==> config.mk <==
export PLATFORM = sky130hd
export DESIGN_NAME = uart_xmit_fifo_flat
export DESIGN_NICKNAME = d
export VERILOG_FILES = /design/src/rtl/uart_xmit_fifo_if.sv /design/src/rtl/uart_xmit_fifo.sv /design/src/flat_wrapper.sv
export SDC_FILE = /design/constraint.sdc
export NUM_CORES = 1
export LEC_CHECK = 0
export CORE_MARGIN = 2
export CORE_UTILIZATION = 55
export CTS_CLUSTER_DIAMETER = 60
export DETAILED_ROUTE_END_ITERATION = 8
export PLACE_DENSITY_LB_ADDON = 0.2
export REMOVE_ABC_BUFFERS = 1
export SLEW_MARGIN = 15
export SYNTH_ARGS = -nofsm -noshare
export SYNTH_HDL_FRONTEND = slang
export SYNTH_SLANG_ARGS = --single-unit
==> constraint.sdc <==
create_clock -name sys_clk -period 2.6 [get_ports sys_clk]
set_input_delay 0.39 -clock sys_clk [delete_from_list [all_inputs] [get_ports sys_clk]]
set_output_delay 0.39 -clock sys_clk [all_outputs]
set_load 0.01 [all_outputs]
==> src/rtl/uart_xmit_fifo_if.sv <==
// Host-write and transmitter-handshake signals of the UART transmit FIFO.
// The slave modport is the FIFO. The master modport is the host/transmitter side.
interface uart_xmit_fifo_if #(
    parameter int DEPTH = 8
);
    logic                     wr_enH;
    logic [7:0]               wr_dataH;
    logic                     fullH;
    logic                     emptyH;
    logic [$clog2(DEPTH):0]   countH;
    logic                     ovfH;
    logic                     clr_ovfH;
    logic                     tmoH;
    logic                     xmitH;
    logic [7:0]               xmit_dataH;
    logic                     xmit_doneH;

    modport slave (
        input  wr_enH, wr_dataH, clr_ovfH, xmit_doneH,
        output fullH, emptyH, countH, ovfH, tmoH, xmitH, xmit_dataH
    );

    modport master (
        output wr_enH, wr_dataH, clr_ovfH, xmit_doneH,
        input  fullH, emptyH, countH, ovfH, tmoH, xmitH, xmit_dataH
    );
endinterface

==> src/rtl/uart_xmit_fifo.sv <==
// Byte FIFO that feeds a UART transmitter one byte at a time.
// The head byte is popped only after the transmitter reports done. If the transmitter never goes busy, the byte is retried.
module uart_xmit_fifo #(
    parameter int DEPTH    = 8,
    parameter int BUSY_TMO = 32
) (
    input  logic            sys_clk,
    input  logic            sys_rst_l,
    uart_xmit_fifo_if.slave bus
);
    localparam int AW = $clog2(DEPTH);
    localparam int TW = (BUSY_TMO > 1) ? $clog2(BUSY_TMO) : 1;
    localparam logic [AW:0]   FULL_CNT = (AW+1)'(DEPTH);
    localparam logic [TW-1:0] TMO_LAST = TW'(BUSY_TMO - 1);

    // state     | meaning
    // IDLE      | wait for a queued byte and an idle transmitter
    // SEND      | one-cycle xmitH start pulse
    // WAIT_BUSY | wait for xmit_doneH to drop, bounded by BUSY_TMO
    // WAIT_DONE | transmitter busy; pop the head when done returns
    localparam logic [1:0] IDLE      = 2'd0;
    localparam logic [1:0] SEND      = 2'd1;
    localparam logic [1:0] WAIT_BUSY = 2'd2;
    localparam logic [1:0] WAIT_DONE = 2'd3;

    logic [7:0]    r_mem [DEPTH];
    logic [AW-1:0] r_wptr;
    logic [AW-1:0] r_rptr;
    logic [AW:0]   r_count;
    logic          r_full;
    logic          r_empty;
    logic          r_ovf;
    logic          r_tmo;
    logic          r_xmit;
    logic [7:0]    r_xmit_data;
    logic [1:0]    r_state;
    logic [TW-1:0] r_tmo_cnt;

    logic          w_wr;
    logic          w_pop;
    logic [AW:0]   w_count_nxt;

    // A full FIFO rejects writes even when a pop happens in the same cycle.
    assign w_wr  = bus.wr_enH & ~r_full;
    assign w_pop = (r_state == WAIT_DONE) & bus.xmit_doneH;

    always_comb begin
        w_count_nxt = r_count;
        if (w_wr && !w_pop) begin
            w_count_nxt = r_count + 1'b1;
        end else if (!w_wr && w_pop) begin
            w_count_nxt = r_count - 1'b1;
        end
    end

    always_ff @(posedge sys_clk) begin
        if (w_wr) begin
            r_mem[r_wptr] <= bus.wr_dataH;
        end
    end

    always_ff @(posedge sys_clk or negedge sys_rst_l) begin
        if (!sys_rst_l) begin
            r_wptr  <= '0;
            r_rptr  <= '0;
            r_count <= '0;
            r_full  <= 1'b0;
            r_empty <= 1'b1;
            r_ovf   <= 1'b0;
        end else begin
            if (w_wr) begin
                r_wptr <= r_wptr + 1'b1;
            end
            if (w_pop) begin
                r_rptr <= r_rptr + 1'b1;
            end
            r_count <= w_count_nxt;
            r_full  <= (w_count_nxt == FULL_CNT);
            r_empty <= (w_count_nxt == '0);
            if (bus.wr_enH && r_full) begin
                r_ovf <= 1'b1;
            end else if (bus.clr_ovfH) begin
                r_ovf <= 1'b0;
            end
        end
    end

    always_ff @(posedge sys_clk or negedge sys_rst_l) begin
        if (!sys_rst_l) begin
            r_state     <= IDLE;
            r_xmit      <= 1'b0;
            r_xmit_data <= 8'h00;
            r_tmo       <= 1'b0;
            r_tmo_cnt   <= '0;
        end else begin
            r_xmit <= 1'b0;
            r_tmo  <= 1'b0;
            case (r_state)
                IDLE: begin
                    if (!r_empty && bus.xmit_doneH) begin
                        r_xmit_data <= r_mem[r_rptr];
                        r_xmit      <= 1'b1;
                        r_state     <= SEND;
                    end
                end
                SEND: begin
                    r_tmo_cnt <= '0;
                    r_state   <= WAIT_BUSY;
                end
                WAIT_BUSY: begin
                    if (!bus.xmit_doneH) begin
                        r_state <= WAIT_DONE;
                    end else if (r_tmo_cnt == TMO_LAST) begin
                        r_tmo   <= 1'b1;
                        r_state <= IDLE;
                    end else begin
                        r_tmo_cnt <= r_tmo_cnt + 1'b1;
                    end
                end
                WAIT_DONE: begin
                    if (bus.xmit_doneH) begin
                        r_state <= IDLE;
                    end
                end
                default: r_state <= IDLE;
            endcase
        end
    end

    assign bus.fullH      = r_full;
    assign bus.emptyH     = r_empty;
    assign bus.countH     = r_count;
    assign bus.ovfH       = r_ovf;
    assign bus.tmoH       = r_tmo;
    assign bus.xmitH      = r_xmit;
    assign bus.xmit_dataH = r_xmit_data;
endmodule

==> src/flat_wrapper.sv <==
// flat-port wrapper written by rule: the top's interface ports become plain ports
module uart_xmit_fifo_flat 
#(
    parameter int DEPTH    = 8,
    parameter int BUSY_TMO = 32
)
  (sys_clk, sys_rst_l, bus_wr_enH, bus_wr_dataH, bus_clr_ovfH, bus_xmit_doneH, bus_fullH, bus_emptyH, bus_countH, bus_ovfH, bus_tmoH, bus_xmitH, bus_xmit_dataH);
  uart_xmit_fifo_if #(.DEPTH(DEPTH)) bus_i ();
  input  logic sys_clk;
  input  logic sys_rst_l;
  input wire logic [$bits(bus_i.wr_enH)-1:0] bus_wr_enH;
  input wire logic [$bits(bus_i.wr_dataH)-1:0] bus_wr_dataH;
  input wire logic [$bits(bus_i.clr_ovfH)-1:0] bus_clr_ovfH;
  input wire logic [$bits(bus_i.xmit_doneH)-1:0] bus_xmit_doneH;
  output wire logic [$bits(bus_i.fullH)-1:0] bus_fullH;
  output wire logic [$bits(bus_i.emptyH)-1:0] bus_emptyH;
  output wire logic [$bits(bus_i.countH)-1:0] bus_countH;
  output wire logic [$bits(bus_i.ovfH)-1:0] bus_ovfH;
  output wire logic [$bits(bus_i.tmoH)-1:0] bus_tmoH;
  output wire logic [$bits(bus_i.xmitH)-1:0] bus_xmitH;
  output wire logic [$bits(bus_i.xmit_dataH)-1:0] bus_xmit_dataH;
  assign bus_i.wr_enH = bus_wr_enH;
  assign bus_i.wr_dataH = bus_wr_dataH;
  assign bus_i.clr_ovfH = bus_clr_ovfH;
  assign bus_i.xmit_doneH = bus_xmit_doneH;
  assign bus_fullH = bus_i.fullH;
  assign bus_emptyH = bus_i.emptyH;
  assign bus_countH = bus_i.countH;
  assign bus_ovfH = bus_i.ovfH;
  assign bus_tmoH = bus_i.tmoH;
  assign bus_xmitH = bus_i.xmitH;
  assign bus_xmit_dataH = bus_i.xmit_dataH;
  uart_xmit_fifo #(.DEPTH(DEPTH), .BUSY_TMO(BUSY_TMO)) u_core (.sys_clk(sys_clk), .sys_rst_l(sys_rst_l), .bus(bus_i));
endmodule
Yosys cells after proc, flatten, opt, wreduce, memory -nomap -nowiden
Memories as Yosys holds them, arrays and structs flattened. A register that Yosys moved wholly into a read port is not among the register bits.
Cells that the tools add are included.
- add/subtract/negate cells: 5
- reductions and logical operators: 15
- mux-type cells: 19
- bitwise operators: 3
- equal/unequal tests: 10
- operators with widths (operator ; count):
    $mux 5 ; 2
    $pmux 5 s2 ; 1
    $mux 1 ; 9
    $mux 2 ; 4
    $mux 4 ; 2
    $pmux 2 s4 ; 1
    $add 3x1->3 const B ; 2
    $ne 2x2->1 const B ; 3
    $reduce_and 3->1 ; 2
    $add 5x1->5 const B ; 1
    $eq 5x5->1 const B ; 1
    $add 4x1->4 const B ; 1
    $eq 2x2->1 const B ; 2
    $eq 4x4->1 const B ; 1
    $logic_and 1x1->1 ; 4
    $logic_not 1->1 ; 4
    $logic_not 4->1 ; 1
    $reduce_bool 2->1 ; 2
    $sub 4x1->4 const B ; 1
    $ne 3x2->1 const B ; 1
    $and 1x1->1 ; 2
    $eq 2x1->1 const B ; 1
    $logic_not 2->1 ; 1
    $ne 2x1->1 const B ; 1
    2 further kinds ; 2
- input bits: 13
- register bits: 22
- output and inout bits: 17
- memories kept: 1
- bits in writable memories: 64
- memories (name ; words ; bits a word ; read ports ; clocked after memory_dff ; wr ports ; line ; text):
    u_core.r_mem ; 8 ; 8 ; 1 ; 1 ; 1 ; uart_xmit_fifo.sv:26 ; logic [7:0] r_mem [DEPTH];

Longest topological paths before layout
Gate-level depths: netlist of the first run.
- depth in word-level cells: 7
- depth in mapped cells: 7
- gate-level depth less buffers: 7

Least setup slack after synthesis of the first run
No wires, ideal clock.
- path type: register to register
- start point: reg u_core.r_full, in the netlist u_core.bus.fullH
- end point: mem u_core.r_mem[0][0] (enable)
- stages on the path, launching flop included: 4
- slack: 0.631 ns
- clock period less this slack: 1.969 ns
- buffers on the path: 1
- data arrival time: 1.574 ns
- cells stage by stage: dfrtp_1 -> nand2b_1 -> buf_2 -> nor4_1
- longest elaborated chain between the ends: 4
- ends and longest elaborated chain (item ; line ; text):
    from (decl) ; uart_xmit_fifo.sv:30 ; logic r_full;
    from (signal assigned) ; uart_xmit_fifo.sv:78 ; r_full <= (w_count_nxt == FULL_CNT);
    $not 1->1 ; uart_xmit_fifo.sv:44 ; assign w_wr = bus.wr_enH & ~r_full;
    $and 1x1->1 ; uart_xmit_fifo.sv:44 ;
    $mux 1 ; uart_xmit_fifo.sv:57 ; if (w_wr) begin
    $mux 1 (not written as such) ; uart_xmit_fifo.sv:58 ; r_mem[r_wptr] <= bus.wr_dataH;
    to (decl) ; uart_xmit_fifo.sv:26 ;
No other way between the ends.

Worst setup path after layout of the first run
- start point: reg u_core.r_state[1]
- end point: reg u_core.r_full, in the netlist u_core.bus.fullH
- longest elaborated chain between the ends: 6
- elaborated cells between the ends (all ways): 8
- those cells by class: eq/ne: 2; mux: 2; bitwise: 1; reduce/logical: 3
- ends and longest elaborated chain (item ; line ; text):
    from (decl) ; uart_xmit_fifo.sv:36 ; logic [1:0] r_state;
    from (signal assigned) ; uart_xmit_fifo.sv:90 ; r_state <= IDLE;
    from (signal assigned) ; uart_xmit_fifo.sv:103 ; r_state <= SEND;
    from (signal assigned) ; uart_xmit_fifo.sv:108 ; r_state <= WAIT_BUSY;
    $eq 2x2->1 (*) ; uart_xmit_fifo.sv:45 ; assign w_pop = (r_state == WAIT_DONE) & bus.xmit_doneH;
    $and 1x1->1 (*) ; uart_xmit_fifo.sv:45 ;
    $logic_and 1x1->1 or $logic_not 1->1 (tied branches) ; uart_xmit_fifo.sv:51, uart_xmit_fifo.sv:49 ;
    $mux 4 or $logic_and 1x1->1 (tied branches) ; uart_xmit_fifo.sv:51, uart_xmit_fifo.sv:49 ;
    $mux 4 (*) ; uart_xmit_fifo.sv:49 ; if (w_wr && !w_pop) begin
    $eq 4x4->1 (*) ; uart_xmit_fifo.sv:78 ;
Mark *: on every way between the ends. The rest lies on a longest branch, timed or not.
A chain may end at the register's enable or synchronous reset.

==> summary.txt, run 1 <==
Run status
  • Status: finished clean

CTS
  • Clk sinks: 94
  • Insertion delay to the later sink of the worst-skew pair: 0.35 ns
  • Clock slew at reported path FFs: approximately 0.10 ns
  • Post-CTS sizing: 0
  • CTS Buf Count: 9
  • CTS tree: done
  • Buffer levels on the longest clock path: 2
  • # hold bufs at CTS: 0
  • Root Buffer: clkbuf_8
  • CTS H-tree lvls: 3
  • Postcts setup bufs: 0

Logic synthesis
  • Count leader, synth: edfxtp_1
  • Register area share after synthesis: 0.689
  • Cell variety after synth: 38
  • Largest area contributor in the netlist: edfxtp_1
  • Ys async rst share: 0.319
  • Syn_area_per_cell: about 16 um^2
  • Top cells by area, synth: edfxtp_1 50%, dfrtp_1 19%, mux4_2 9.3%
  • Post-synth EDFFs: 64
  • Synth cell count leaders: 64 x edfxtp_1, 29 x dfrtp_1, 17 x nand2_1, 17 x nor2_1, 16 x mux4_2
  • Post-Synthesis Cell Area: 3880 um^2
  • Main synth FF type: edfxtp_1
  • Top cell type's share of synthesized area: 0.495
  • Synth Instances: 244
  • Yosys warns: 0
  • Seq cells post-synth: 94

STA
  • Period Utilization, post-route: 0.824
  • Post-layout min period: ~2.1 ns
  • Final hold viol count: 0
  • # setup viols final: 0
  • Max Freq: 467 MHz
  • RSZ-0062 raised after global routing: no
  • Max-slew headroom: 0.556
  • Setup TNS: 0 ns
  • Fin. max-slew vios: 0
  • Worst-Margin Slew: roughly 0.66 ns
  • Hold WS: around 0.43 ns
  • Layout Skew: ~0.011 ns

Die
  • FP Rows: 30
  • Num ports: 30
  • Die span in y: about 88 um
  • Die extent in x: around 88 um
  • Core Area: 6790 um^2
  • Starting density of the core: 0.571
  • Die area: 7740 um^2

Routing
  • # DRC: 0
  • Antenna viol nets, final: 0
  • Initial DRC count: 110
  • TritonRoute pass-1 iters: 4
  • Drt total wl: around 6500 um
  • Wirelength per Cell: 16.5 um
  • Vias: 2082
  • Vias per cell: 5.32

Finish
  • Layout cells sized above 1: 0.183
  • N_diodes: 0
  • Final net count: 309
  • Synthesis-to-finish area growth: 16.7%

Global routing
  • Tot GR Track Use: 0.186
  • Largest net degree at the start of global routing: 31
  • Gr ovfl total: 0
  • Antenna violations before repair: 0
  • Vias in the first global route: a little under 2000
  • First-pass GRT wire length: just over 10000 um

Power
  • Pleak: between 1.5 and 2 nW
  • Pwr dens: 1020 nW/um^2
  • Worst VDD drop: 0.587 mV

Placement
  • GP Congestion: 0.848
  • Port Buffers: 29
  • Post-DP HPWL: approximately 4200 um

Worst setup path
  • Worst Setup Start Kind: register
  • CP Class: register to register
  • Max FO, Critical Path: 17
  • Critical path required time: ~2.9 ns
  • CP Capture Type: register
  • Crit path DAT: ~2.4 ns

Run
  • Number of max-cap violations: 0

Hold path
  • Worst hold path type: input port to asynchronous set/reset pin
## worst max-delay path, stage by stage, from the launching register on
cell and delay, ns:
dfrtp_1 0.70, nand3_2 0.23, nor4b_1 0.65, nor3_1 0.16, a2111oi_2 0.30
## layer usage
layer  wire length (um)  part of all wire  global-route usage
met1               3040              0.47               0.272
met2               3120              0.48               0.280
met3                243             0.038              0.0481
met4                 63            0.0098              0.0545
met5                  0                 0                   0
## logic make-up after synthesis
family,after synthesis,share of synthesized area
XOR/XNOR,6,0.0135
AND/OR/NAND/NOR,64,0.0832
flip-flops,94,0.689
AO/OA/AOI/OAI,31,0.0516
buffers and inverters,16,0.0216
multiplexers,27,0.121
adder cells (fa/ha/maj),6,0.0194
## registers in the layout, summed over array words and instances (netlist names)
signal,cells
u_core.bus.fullH,1
u_core.bus.ovfH,1
u_core.bus.countH,4
u_core.r_wptr,3
u_core.bus.emptyH,1
u_core.r_tmo_cnt,5
u_core.bus.xmit_dataH,8
u_core.bus.xmitH,1
u_core.r_state,2
u_core.bus.tmoH,1
u_core.r_rptr,3
u_core.r_mem,64
## path summary, 6_finish.rpt
check / startpoint / end / slack [ns] / depth (start not counted)
min in group sys_clk: u_core.r_tmo_cnt[4]$_DFFE_PN0P_ / u_core.r_tmo_cnt[4]$_DFFE_PN0P_ / 0.52 / 2
setup / recovery: u_core.r_state[1]$_DFFE_PN0P_ / u_core.bus.fullH$_DFF_PN0_ / 0.46 / 4
hold / removal: sys_rst_l / u_core.bus.xmit_dataH[3]$_DFFE_PN0P_ / 0.43 / 2
hold reg to reg: u_core.r_tmo_cnt[4]$_DFFE_PN0P_ / u_core.r_tmo_cnt[4]$_DFFE_PN0P_ / 0.52 / 2
setup reg to reg: u_core.r_state[1]$_DFFE_PN0P_ / u_core.bus.fullH$_DFF_PN0_ / 0.46 / 4
max in group asynchronous: sys_rst_l / u_core.bus.emptyH$_DFF_PN1_ / 1.84 / 2
## area by class of cell
class,count,area [um^2]
clock buffers,10,128
well taps,96,120
clock inverters,6,46.3
flip-flops and latches,94,2670
repair buffers,46,418
fillers,491,2270
multi-input cells,134,1120
inverters,5,18.8
## where the power goes
part,internal (mW),switching [mW],total (mW)
sequential,1.95,0.315,2.27
clock,0.353,0.501,0.854
combinational,0.831,0.677,1.51
total,3.13,1.49,4.63
## stage by stage
step / util / cell area, um^2 / cells / power, mW / setup WS [ns]
after floorplan: - / 3810 / 233 / 3.20 / 0.631
final: 0.666 / 4530 / 391 / 4.63 / 0.457
after global routing: 0.666 / 4530 / 391 / 4.92 / 0.102
after detailed placement: 0.641 / 4350 / 375 / 3.83 / 0.284
after global placement: 0.641 / 4350 / 375 / 3.79 / 0.437
after CTS: 0.666 / 4530 / 391 / 4.69 / 0.458
## cells in the final DEF, fill, tap and decap left out, types with 2 or more instances in the layout
| cell | count |
|---|---|
| o311ai_0 | 2 |
| buf_4 | 17 |
| o21ai_0 | 8 |
| edfxtp_1 | 64 |
| clkinvlp_4 | 2 |
| nor2_1 | 17 |
| clkinv_4 | 2 |
| ha_1 | 6 |
| nor2b_1 | 3 |
| xnor2_1 | 6 |
| mux2i_1 | 11 |
| o211ai_1 | 2 |
| o21a_1 | 3 |
| clkdlybuf4s50_1 | 29 |
| clkbuf_8 | 9 |
| a21oi_1 | 9 |
| nand2b_1 | 4 |
| a31oi_1 | 2 |
| nand2_1 | 17 |
| and3_1 | 3 |
| inv_1 | 5 |
| mux4_2 | 16 |
| a221oi_1 | 2 |
| dfrtp_1 | 29 |
| nand3_1 | 2 |
| nor3_1 | 10 |
(Power assumes the default switching activity.)
==> inputs of run 2 (changes only) <==
Settings changed: CORE_UTILIZATION 55 to 52.
Clock period 2.6 ns to 1.8 ns, I/O delays scaled along.
==> summary.txt, run 2 (synthesized netlist as in run 1, its figures left out) <==
CTS
  • CTS Buf Count: 9 (unchanged)
  • Clk sinks: 94 (unchanged)
  • # hold bufs at CTS: 0 (unchanged)
  • Clock slew at reported path FFs: 0.09 ns (about the same)
  • Insertion delay to the later sink of the worst-skew pair: 0.35 ns (about the same)
  • Buffer levels on the longest clock path: 2 (unchanged)
  • CTS tree: done
  • Root Buffer: clkbuf_8
  • CTS H-tree lvls: 3 (unchanged)

Run status
  • Status: finished clean

Routing
  • Vias: 2209 (+6.1%)
  • Antenna viol nets, final: 0 (unchanged)
  • Wirelength per Cell: 16.5 um (+0.12%)
  • Initial DRC count: 105 (-4.5%)
  • Vias per cell: 5.36 (+0.69%)
  • TritonRoute pass-1 iters: 4 (unchanged)
  • # DRC: 0 (unchanged)
  • Drt total wl: 6820 um (+5.5%)

STA
  • Hold WS: 0.316 ns (-0.116 ns)
  • Max-slew headroom: 0.619 (+0.0625)
  • Final hold viol count: 0 (unchanged)
  • Layout Skew: 0.00935 ns (-0.00204 ns)
  • # setup viols final: 0 (unchanged)
  • Max Freq: about 590 MHz
  • Post-layout min period: roughly 1.7 ns
  • Fin worst setup slack: 0.105 ns (-0.352 ns)
  • Worst-Margin Slew: 0.572 ns (-0.0845 ns)
  • Period Utilization, post-route: 0.942
  • RSZ-0062 raised after global routing: no
  • Fin. max-slew vios: 0 (unchanged)

Global routing
  • First-pass GRT wire length: 11300 um (+9.9%)
  • Tot GR Track Use: 0.182 (-0.00447)
  • Largest net degree at the start of global routing: 31 (unchanged)
  • Antenna violations before repair: 0 (unchanged)
  • Vias in the first global route: 2222 (+12%)
  • Gr ovfl total: 0 (unchanged)

Die
  • FP Rows: 31 (+3.3%)
  • Num ports: 30 (unchanged)
  • Die area: 8170 um^2 (+5.5%)
  • Core Area: 7250 um^2 (+6.8%)
  • Die span in y: 90.4 um (+2.7%)
  • Starting density of the core: 0.535 (-0.0361)
  • Die extent in x: 90.4 um (+2.7%)

Finish
  • Max reg flops: 64 (unchanged)
  • Filler instances: 533 (+8.6%)
  • Biggest register: u_core.r_mem
  • Final net count: 327 (+5.8%)
  • Synthesis-to-finish area growth: 21.4%
  • Most frequent cells in the layout: 64 x edfxtp_1, 34 x buf_4, 29 x clkdlybuf4s50_1, 29 x dfrtp_1
  • Post-route insts no fill: 412 (+5.4%)
  • Fin util: 0.649 (-0.0172)
  • Layout cells sized above 1: 0.243 (+0.0598)
  • Most common cell after layout, fill and taps aside: edfxtp_1
  • N_diodes: 0 (unchanged)

Worst setup path
  • Cell family with most CP delay: flip-flops
  • Worst Path Buf+Inv: 1 (+1)
  • Max FO, Critical Path: 2 (-15)
  • Critical Path Max Stage Delay: 0.55 ns (-0.15 ns)
  • Worst Reg-to-Reg Cells: 5 (+1)
  • CP Class: register to output port
  • Crit path DAT: 1.43 ns (-0.96 ns)
  • Levels on crit path: 1 (-3)
  • Worst Setup Start Kind: register
  • Critical path required time: 1.53 ns (-1.32 ns)
  • Crit-path cells: clkdlybuf4s50_1
  • CP max stage cell: dfstp_2
  • CP Capture Type: output port

Power
  • Pleak: 1.74 nW (+6.1%)
  • Worst VDD drop: 0.799 mV (+36%)
  • Pwr dens: 1480 nW/um^2 (+45%)

Placement
  • Setup Slack @ Placement: -0.192 ns (-0.475 ns)
  • Dpl cells: 396 (+5.6%)
  • GP Congestion: 0.808 (-4.7%)
  • Port Buffers: 29 (unchanged)
  • Post-DP HPWL: 4580 um (+8.1%)

Run
  • Number of max-cap violations: 0 (unchanged)

Hold path
  • Worst hold path type: input port to asynchronous set/reset pin
-- run 2: routing by layer --
metal	part of all wire	routed length, um	global-route usage
met5	0	0	0
met4	0.0090	61	0.0538
met3	0.042	285	0.0326
met2	0.49	3320	0.293
met1	0.46	3140	0.257
-- run 2: path summary, 6_finish.rpt --
| path | start | endpoint | slack [ns] |
|---|---|---|---|
| setup / recovery | u_core.bus.emptyH$_DFF_PN1_ | bus_emptyH | 0.10 |
| hold / removal | sys_rst_l | u_core.bus.xmit_dataH[0]$_DFFE_PN0P_ | 0.32 |
| max in group asynchronous | sys_rst_l | u_core.bus.emptyH$_DFF_PN1_ | 1.16 |
| hold reg to reg | u_core.bus.ovfH$_DFFE_PN0P_ | u_core.bus.ovfH$_DFFE_PN0P_ | 0.53 |
| setup reg to reg | u_core.bus.countH[0]$_DFF_PN0_ | u_core.bus.emptyH$_DFF_PN1_ | 0.13 |
| min in group sys_clk | bus_clr_ovfH | u_core.bus.ovfH$_DFFE_PN0P_ | 0.48 |
-- run 2: metrics by stage --
stage	total power, mW	cell area (um^2)	setup TNS [ns]
final	6.98	4710	0
after global routing	7.41	4710	0
after CTS	7.03	4680	0
after detailed placement	5.78	4500	-3.68
after global placement	5.72	4500	-3.16
after floorplan	4.63	3810	-2.46
-- run 2: timing repair --
action	in CTS	in global routing
buffers inserted	0	0
resized for setup	1	8
endpoints found under the setup margin	1	5
-- run 2: final cells by class --
cell class / count / area (um^2) / area share
tap: 99 / 124 / 0.0263
clock buffer: 9 / 124 / 0.0263
inverter: 5 / 18.8 / 0.00399
clock inverter: 7 / 56.3 / 0.0120
sequential: 94 / 2670 / 0.568
multi-input combinational: 134 / 1140 / 0.243
timing repair buffer: 64 / 566 / 0.120
-- run 2: power by group --
group          leakage [nW]  internal (mW)  switching [mW]
Combinational         0.711           1.39            1.15
Clock                0.0854          0.517           0.747
Sequential            0.942           2.82           0.360
Total                  1.74           4.73            2.26
